$ cat src/rtl/data_mem_resp.sv
// data_mem_resp: data-memory responder for the load/store datapath.
// Accepts one request at a time over a valid/ready handshake, waits a fixed
// number of cycles, then returns a one-cycle load response, store acknowledge
// or error response.
//
// Parameters: ADDR_W (word address width), DATA_W (word width),
//             WAIT_CYCLES (access wait states, 0..15).
// Ports:
//   clk, rst_n           clock, async active-low reset
//   req_valid/req_ready  request handshake (ready only in IDLE)
//   mem_read, mem_write  request type, sampled on handshake
//   addr, wdata          word address and store data, sampled on handshake
//   resp_valid           one-cycle response pulse
//   resp_write           1 = store ack, 0 = load response (qualifies resp_valid)
//   resp_err             error response (qualifies resp_valid)
//   rdata                load data, held between load responses
//   par_inject           inverts the stored parity bit of a store
//                        (only with DMEM_PARITY_EN)
// Optional feature macro: DMEM_PARITY_EN (per-word even parity + check).
module data_mem_resp #(
  parameter int ADDR_W      = 4,
  parameter int DATA_W      = 8,
  parameter int WAIT_CYCLES = 1
) (
  input  logic              clk,
  input  logic              rst_n,
  input  logic              req_valid,
  output logic              req_ready,
  input  logic              mem_read,
  input  logic              mem_write,
  input  logic [ADDR_W-1:0] addr,
  input  logic [DATA_W-1:0] wdata,
  output logic              resp_valid,
  output logic              resp_write,
  output logic              resp_err,
`ifdef DMEM_PARITY_EN
  input  logic              par_inject,
`endif
  output logic [DATA_W-1:0] rdata
);

  localparam int DEPTH = 1 << ADDR_W;
  localparam logic [3:0] CNT_INIT = (WAIT_CYCLES > 0) ? 4'(WAIT_CYCLES - 1) : 4'd0;

  typedef enum logic [1:0] {S_IDLE, S_WAIT, S_RESP} state_t;

  state_t            state, state_nxt;
  logic [3:0]        cnt;
  logic              rd_q, wr_q, err_q;
  logic [ADDR_W-1:0] addr_q;
  logic [DATA_W-1:0] wdata_q;
  logic [DATA_W-1:0] mem [DEPTH];

  logic hs, legal, illegal, last_wait, direct, commit_acc, acc_rd, acc_wr;
  logic [ADDR_W-1:0] acc_addr;
  logic [DATA_W-1:0] acc_wdata;

  assign hs        = req_valid & req_ready;
  assign legal     = mem_read ^ mem_write;
  assign illegal   = mem_read & mem_write;
  assign last_wait = (state == S_WAIT) && (cnt == 4'd0);
  // With no wait states the access happens on the handshake edge itself,
  // so it uses the live inputs instead of the captured copies.
  assign direct     = hs & legal & (WAIT_CYCLES == 0);
  assign commit_acc = last_wait | direct;
  assign acc_rd     = direct ? mem_read  : rd_q;
  assign acc_wr     = direct ? mem_write : wr_q;
  assign acc_addr   = direct ? addr      : addr_q;
  assign acc_wdata  = direct ? wdata     : wdata_q;

`ifdef DMEM_PARITY_EN
  logic             inj_q, acc_inj, par_bad;
  logic [DEPTH-1:0] par_mem;
  assign acc_inj = direct ? par_inject : inj_q;
  // Even parity: stored bit equals XOR of the data bits.
  assign par_bad = (^mem[acc_addr]) ^ par_mem[acc_addr];
`endif

  // FSM state register
  always_ff @(posedge clk or negedge rst_n) begin
    if (!rst_n) state <= S_IDLE;
    else        state <= state_nxt;
  end

  // FSM next state
  always_comb begin
    state_nxt = state;
    case (state)
      S_IDLE: if (hs) begin
        if (illegal)                         state_nxt = S_RESP;
        else if (legal)                      state_nxt = (WAIT_CYCLES == 0) ? S_RESP : S_WAIT;
      end
      S_WAIT: if (cnt == 4'd0)               state_nxt = S_RESP;
      S_RESP:                                state_nxt = S_IDLE;
      default:                               state_nxt = S_IDLE;
    endcase
  end

  // FSM outputs
  always_comb begin
    req_ready  = (state == S_IDLE);
    resp_valid = (state == S_RESP);
    resp_write = (state == S_RESP) & wr_q & ~rd_q;
    resp_err   = (state == S_RESP) & err_q;
  end

  // Request capture, wait counter, load data
  always_ff @(posedge clk or negedge rst_n) begin
    if (!rst_n) begin
      cnt     <= 4'd0;
      rd_q    <= 1'b0;
      wr_q    <= 1'b0;
      err_q   <= 1'b0;
      addr_q  <= '0;
      wdata_q <= '0;
      rdata   <= '0;
`ifdef DMEM_PARITY_EN
      inj_q   <= 1'b0;
`endif
    end else begin
      if (hs) begin
        rd_q    <= mem_read;
        wr_q    <= mem_write;
        err_q   <= illegal;
        addr_q  <= addr;
        wdata_q <= wdata;
        cnt     <= CNT_INIT;
`ifdef DMEM_PARITY_EN
        inj_q   <= par_inject;
`endif
      end else if ((state == S_WAIT) && (cnt != 4'd0)) begin
        cnt <= cnt - 4'd1;
      end
      if (commit_acc && acc_rd) begin
        rdata <= mem[acc_addr];
`ifdef DMEM_PARITY_EN
        err_q <= par_bad;
`endif
      end
    end
  end

  // Word array; a store commits on the edge entering RESP.
  always_ff @(posedge clk or negedge rst_n) begin
    if (!rst_n) begin
      for (int i = 0; i < DEPTH; i++) mem[i] <= '0;
`ifdef DMEM_PARITY_EN
      par_mem <= '0;
`endif
    end else if (commit_acc && acc_wr) begin
      mem[acc_addr] <= acc_wdata;
`ifdef DMEM_PARITY_EN
      par_mem[acc_addr] <= (^acc_wdata) ^ acc_inj;
`endif
    end
  end

endmodule
$ cat config.mk
export PLATFORM = sky130hd
export DESIGN_NAME = data_mem_resp
export DESIGN_NICKNAME = d
export VERILOG_FILES = /design/src/rtl/data_mem_resp.sv
export SDC_FILE = /design/constraint.sdc
export NUM_CORES = 1
export LEC_CHECK = 0
export BUFFER_PORTS_ARGS = -buffer_cell sky130_fd_sc_hd__buf_4
export CAP_MARGIN = 20
export CELL_PAD_IN_SITES_DETAIL_PLACEMENT = 0
export CELL_PAD_IN_SITES_GLOBAL_PLACEMENT = 1
export CORE_UTILIZATION = 23
export DETAILED_ROUTE_END_ITERATION = 16
export PLACE_DENSITY_LB_ADDON = 0.1
export SLEW_MARGIN = 40
export SYNTH_ARGS = -nofsm -noshare
export SYNTH_HDL_FRONTEND = slang
export SYNTH_SLANG_ARGS = --single-unit
$ cat constraint.sdc
create_clock -name clk -period 2 [get_ports clk]
set_input_delay 0 -clock clk [delete_from_list [all_inputs] [get_ports clk]]
set_output_delay 0 -clock clk [all_outputs]
set_load 0.1 [all_outputs]
### Yosys cells after proc, flatten, opt, wreduce, memory -nomap -nowiden

Index checks and enable logic that the tools add are counted.

* multiplexer cells: 13
* div/mod/pow operators: 0
* magnitude comparators: 2
* add/sub/neg operators: 1
* bitwise operators: 8
* shifts and indexed selects: 0
* multipliers: 0
* reductions and logical operators: 10
* eq/ne operators: 5

Operator list (count)
* bitwise mux 128 bit: 1
* binary-select mux 8 bit (select 4 bit): 1
* demux 8 bit (select 4 bit): 1
* two-way mux 8 bit: 3
* two-way mux 2 bit: 4
* two-way mux 4 bit: 2
* AND 1 bit: 5
* greater-or-equal comparator 5 bit (second input constant): 1
* logical AND 1 bit: 5
* less-than comparator 5 x 1 -> 1 bit (second input constant): 1
* NOT 4 -> 5 bit: 1
* zero test 4 bit: 1
* one-hot mux 2 bit (2 select lines): 1
* nonzero test 4 bit: 1
* subtractor 4 x 1 -> 4 bit (second input constant): 1
* != test 3 x 1 -> 1 bit (second input constant): 1
* AND reduction 3 bit: 1
* equality test 2 x 1 -> 1 bit (second input constant): 1
* equality test 2 bit (second input constant): 1
* zero test 2 bit: 1
* != test 2 x 1 -> 1 bit (second input constant): 1
* != test 2 bit (second input constant): 1
* nonzero test 2 bit: 1
* NOT 1 bit: 1
* bitwise XOR 1 bit: 1

* RAM bits: 0
* register bits after elaboration: 157
* memories: 0
* bits in latches: 0
* ROM bits: 0
* logic and storage cells: 63

### Longest topological paths before layout

* depth in word-level cells: 6
* gate-level depth with buffers: 8
* gate-level depth less buffers: 6

### Worst setup path after synthesis

Ideal clock, no wire load.

* path type: register to register
* from: register state[1]
* to: register addr_q[3] (netlist: acc_addr[3])
* setup time: 125 ps
* cell stages (with the launch flop): 5
* path buffers: 1
* data arrival time: 2658 ps
* slack: -783 ps
* cells stage by stage: dfrtp_1 nor2_1 and2_1 clkbuf_1 mux2_2

* longest elaborated chain between the ends: 2

Ends and longest elaborated chain
* from (decl): RTL line 47 `state_t state, state_nxt;`
* from (signal assigned): RTL line 82 `else state <= state_nxt;`
* zero test 2 bit: RTL line 101 `req_ready = (state == S_IDLE);`
* net req_ready: RTL line 28 `output logic req_ready,`
* AND 1 bit: RTL line 58 `assign hs = req_valid & req_ready;`
* to (signal assigned): RTL line 125 `addr_q <= addr;`
* to (decl): RTL line 50 `logic [ADDR_W-1:0] addr_q;`

The timed path passes the listed nets, and every way through them passes these cells.
A chain may end at the register's enable or synchronous reset.

### Final worst setup path

* from: register cnt[0]
* to: register mem[88] in the netlist's numbering

* longest elaborated chain between the ends: 3

Ends and longest elaborated chain
* from (decl): RTL line 48 `logic [3:0] cnt;`
* from (signal assigned): RTL line 132 `cnt <= cnt - 4'd1;`
* zero test 4 bit: RTL line 61 `assign last_wait = (state == S_WAIT) && (cnt == 4'd0);`
* logical AND 1 bit: RTL line 61
* logical AND 1 bit: RTL line 150 `end else if (commit_acc && acc_wr) begin`
* to (signal, indexed assignment): RTL line 151 `mem[acc_addr] <= acc_wdata;`
* to (decl): RTL line 52 `logic [DATA_W-1:0] mem [DEPTH];`

No other way between the ends.

==> metrics <==
status=finished clean; ant diodes=0; ys async rst share=100%; final wirelength=19600 um; wire per inst=21.0 um; worst relative slew slack=46.2%; Final Hold Viols=0; top cells by count, synth=dfrtp_1 (157), mux2_2 (149), mux4_2 (32); core footprint=30000 um^2; FP Rows=63; MaxCap Viol Count=0; Initial DRT Pass Iterations=4; power share of the combinational group=38.7%; Fmax=500 MHz; HP Class=input port to asynchronous set/reset pin; Layout Nets=554; Synth-to-Final Area Change=32.6%; CP Max Fanout=8; Worst VDD drop=0.592 mV; pin count of the biggest net entering global routing=58; Worst EP required=2.32 ns; RD Place Congestion=0.665; Setup crit start=cnt[0]; Pwr Total=13.6 mW; Lkg Pwr=4.20 nW; DP Wirelength=12700 um; GR Overflow Total=0; CP endpoint kind=register; I/O pins=29; fin crit share=100%; vias in the first global route=4617; CTS max path bufs=2; CTS tree=done; Final Max Tran Viols=0; die area=31600 um^2; Root Buffer=clkbuf_16; # placed instances=881; Die Ht=178 um; GRT Resource Usage Total=13.3%; Initial Util=23.6%; share of layout cells above drive strength 1=59.2%; worst r2r src=cnt[0]; Final ANT Viol Nets=0; Slew @ Worst Pin=0.808 ns; YS warnings=0; CTS buffer count=17; Layout Cells excl Fill=937; via count=4149; post-synth top area share=55.3%; Sequential Power Share=37.9%; sequential area share after synthesis=55.3%; power density cells=1440 nW/um^2; Synth Cell Area=7100 um^2; area leader, netlist=dfrtp_1; H-tree levels=4; Switching Fraction=39.3%; worst setup path class=register to register; syn_area_per_cell=15.8 um^2; Die W=178 um; clock sink count=157; crit path DAT=2.32 ns; Synth Flop Type=dfrtp_1; Iteration-0 DRC Markers=163; Internal Pwr Total=8.24 mW; RSZ-0062 raised after global routing=yes; drt drc=0; vias per cell=4.43; CP Launch Type=register; Clock Latency Late Sink=0.44 ns; reg-to-reg endpoint=mem[88]; Post-synth EDFFs=0; cells after synthesis=449; top post-synthesis cells by area=dfrtp_1 (55%), mux2_2 (24%), mux4_2 (10%); first-pass GRT wire length=30000 um; initial antenna violation count=0; Post-Syn Nets=469; Worst-path clk slew=0.07 ns; I/O Buffers=28; Net Switching=5.32 mW; Reg2Reg Setup Slack=0.0006 ns; most numerous cell in the Yosys netlist=dfrtp_1; Netlist cell types=38; Max Clock Skew=0.0138 ns; clock network fraction of design power=23.4%; Seq cells post-synth=157; min Tclk post-route=2.00 ns; setup violators final=0; reg2reg path depth=8
[metrics by stage]
| step | utilization [%] | worst slack (ns) | area [um^2] | hold WS, ns | setup TNS, ns |
|---|---|---|---|---|---|
| after floorplan | - | 0.0258 | 7120 | -0.296 | 0 |
| after global placement | 27.2 | -0.0500 | 8180 | -0.0305 | -0.650 |
| after detailed placement | 27.2 | -0.0600 | 8180 | -0.0281 | -0.658 |
| after CTS | 29.8 | -0.00935 | 8940 | 0.0735 | -0.0289 |
| after global routing | 31.4 | -0.108 | 9420 | 0.0944 | -5.74 |
| final | 31.4 | 0.000593 | 9420 | 0.0674 | 0 |
[final cells by class]
type                       instances  area (um^2)
clock inverter                    14          125
clock buffer                      18          439
inverter                           3         11.3
multi-input combinational        263         3420
sequential                       157         3930
tap                              390          488
fill                            2967        20600
timing repair buffer              92         1000
[routing by layer]
layer	track usage [%]	wire (um)	share of wire, %
met1	17.3	9260	47
met2	21.8	9660	49
met3	3.02	451	2.3
met4	4.42	266	1.4
met5	0	0	0
[logic make-up (layout without fill, tap and decap cells)]
family | count (synthesis) | count (layout) | synth area share [%]
AOI/OAI and AO/OA | 27 | 27 | 2.27
and+or+nand+nor | 47 | 47 | 4.93
adders and majority gates | 3 | 3 | 0.529
xor gates and xnor gates | 3 | 3 | 0.370
buffers and inverters | 29 | 127 | 2.48
muxes | 183 | 183 | 34.1
DFF | 157 | 157 | 55.3
[state kept, by name, indices dropped and copies added (netlist names)]
register   cells
acc_addr       4
cnt            4
rdata          8
acc_wr         1
err_q          1
acc_wdata      8
acc_rd         1
state          2
mem          128
[worst max-delay path, cell delays in order (launching register included)]
cell and delay, ns:
dfrtp_1 0.40, inv_2 0.09, ha_4 0.13, nor3b_4 0.30
nand4_1 0.16, buf_6 0.18, nor2_4 0.12, buf_12 0.16
mux2_2 0.33
[worst max-delay path by stage]
stage	end	slack, ns	depth (start not counted)
3_3_place_gp	mem[55]	-0.05	8
2_1_floorplan	acc_addr[3]	0.03	4
6_report	mem[88]	0.0006	8
3_5_place_dp	mem[48]	-0.06	8
5_1_grt	mem[32]	-0.11	8
4_1_cts	mem[21]	-0.009	7
[power by group through the flow]
stage                     clock, mW  combinational [mW]  sequential [mW]
after floorplan                   0                3.08             5.12
after global placement            0                4.66             5.18
after detailed placement          0                4.70             5.17
after CTS                      3.29                4.80             5.11
after global routing           3.41                5.65             5.32
final                          3.17                5.25             5.14
[cell usage in the layout, fill, tap and decap left out, types with 3 or more instances in the layout]
| master | synthesis | routed |
|---|---|---|
| dfrtp_1 | 157 | 156 |
| buf_4 | 3 | 48 |
| mux2_4 | 0 | 84 |
| inv_6 | 0 | 7 |
| clkbuf_16 | 0 | 17 |
| buf_6 | 2 | 9 |
| buf_12 | 0 | 19 |
| clkinv_4 | 0 | 3 |
| nand4_1 | 4 | 4 |
| nor2_1 | 6 | 5 |
| dlygate4sd3_1 | 0 | 16 |
| nor3_4 | 4 | 4 |
| a21oi_1 | 9 | 9 |
| o22ai_2 | 0 | 3 |
| mux2_2 | 149 | 65 |
| o22ai_1 | 16 | 13 |
| mux4_2 | 32 | 32 |
| nor2_4 | 0 | 13 |
[what timing repair did]
action	4_1_cts	5_1_grt
setup endpoints to repair	55	136
resized for setup	8	105
hold endpoints to repair	174	0
pin swaps	2	12
setup buffers	1	7
hold buffers	16	0
Power figures use the tool's default switching activity.
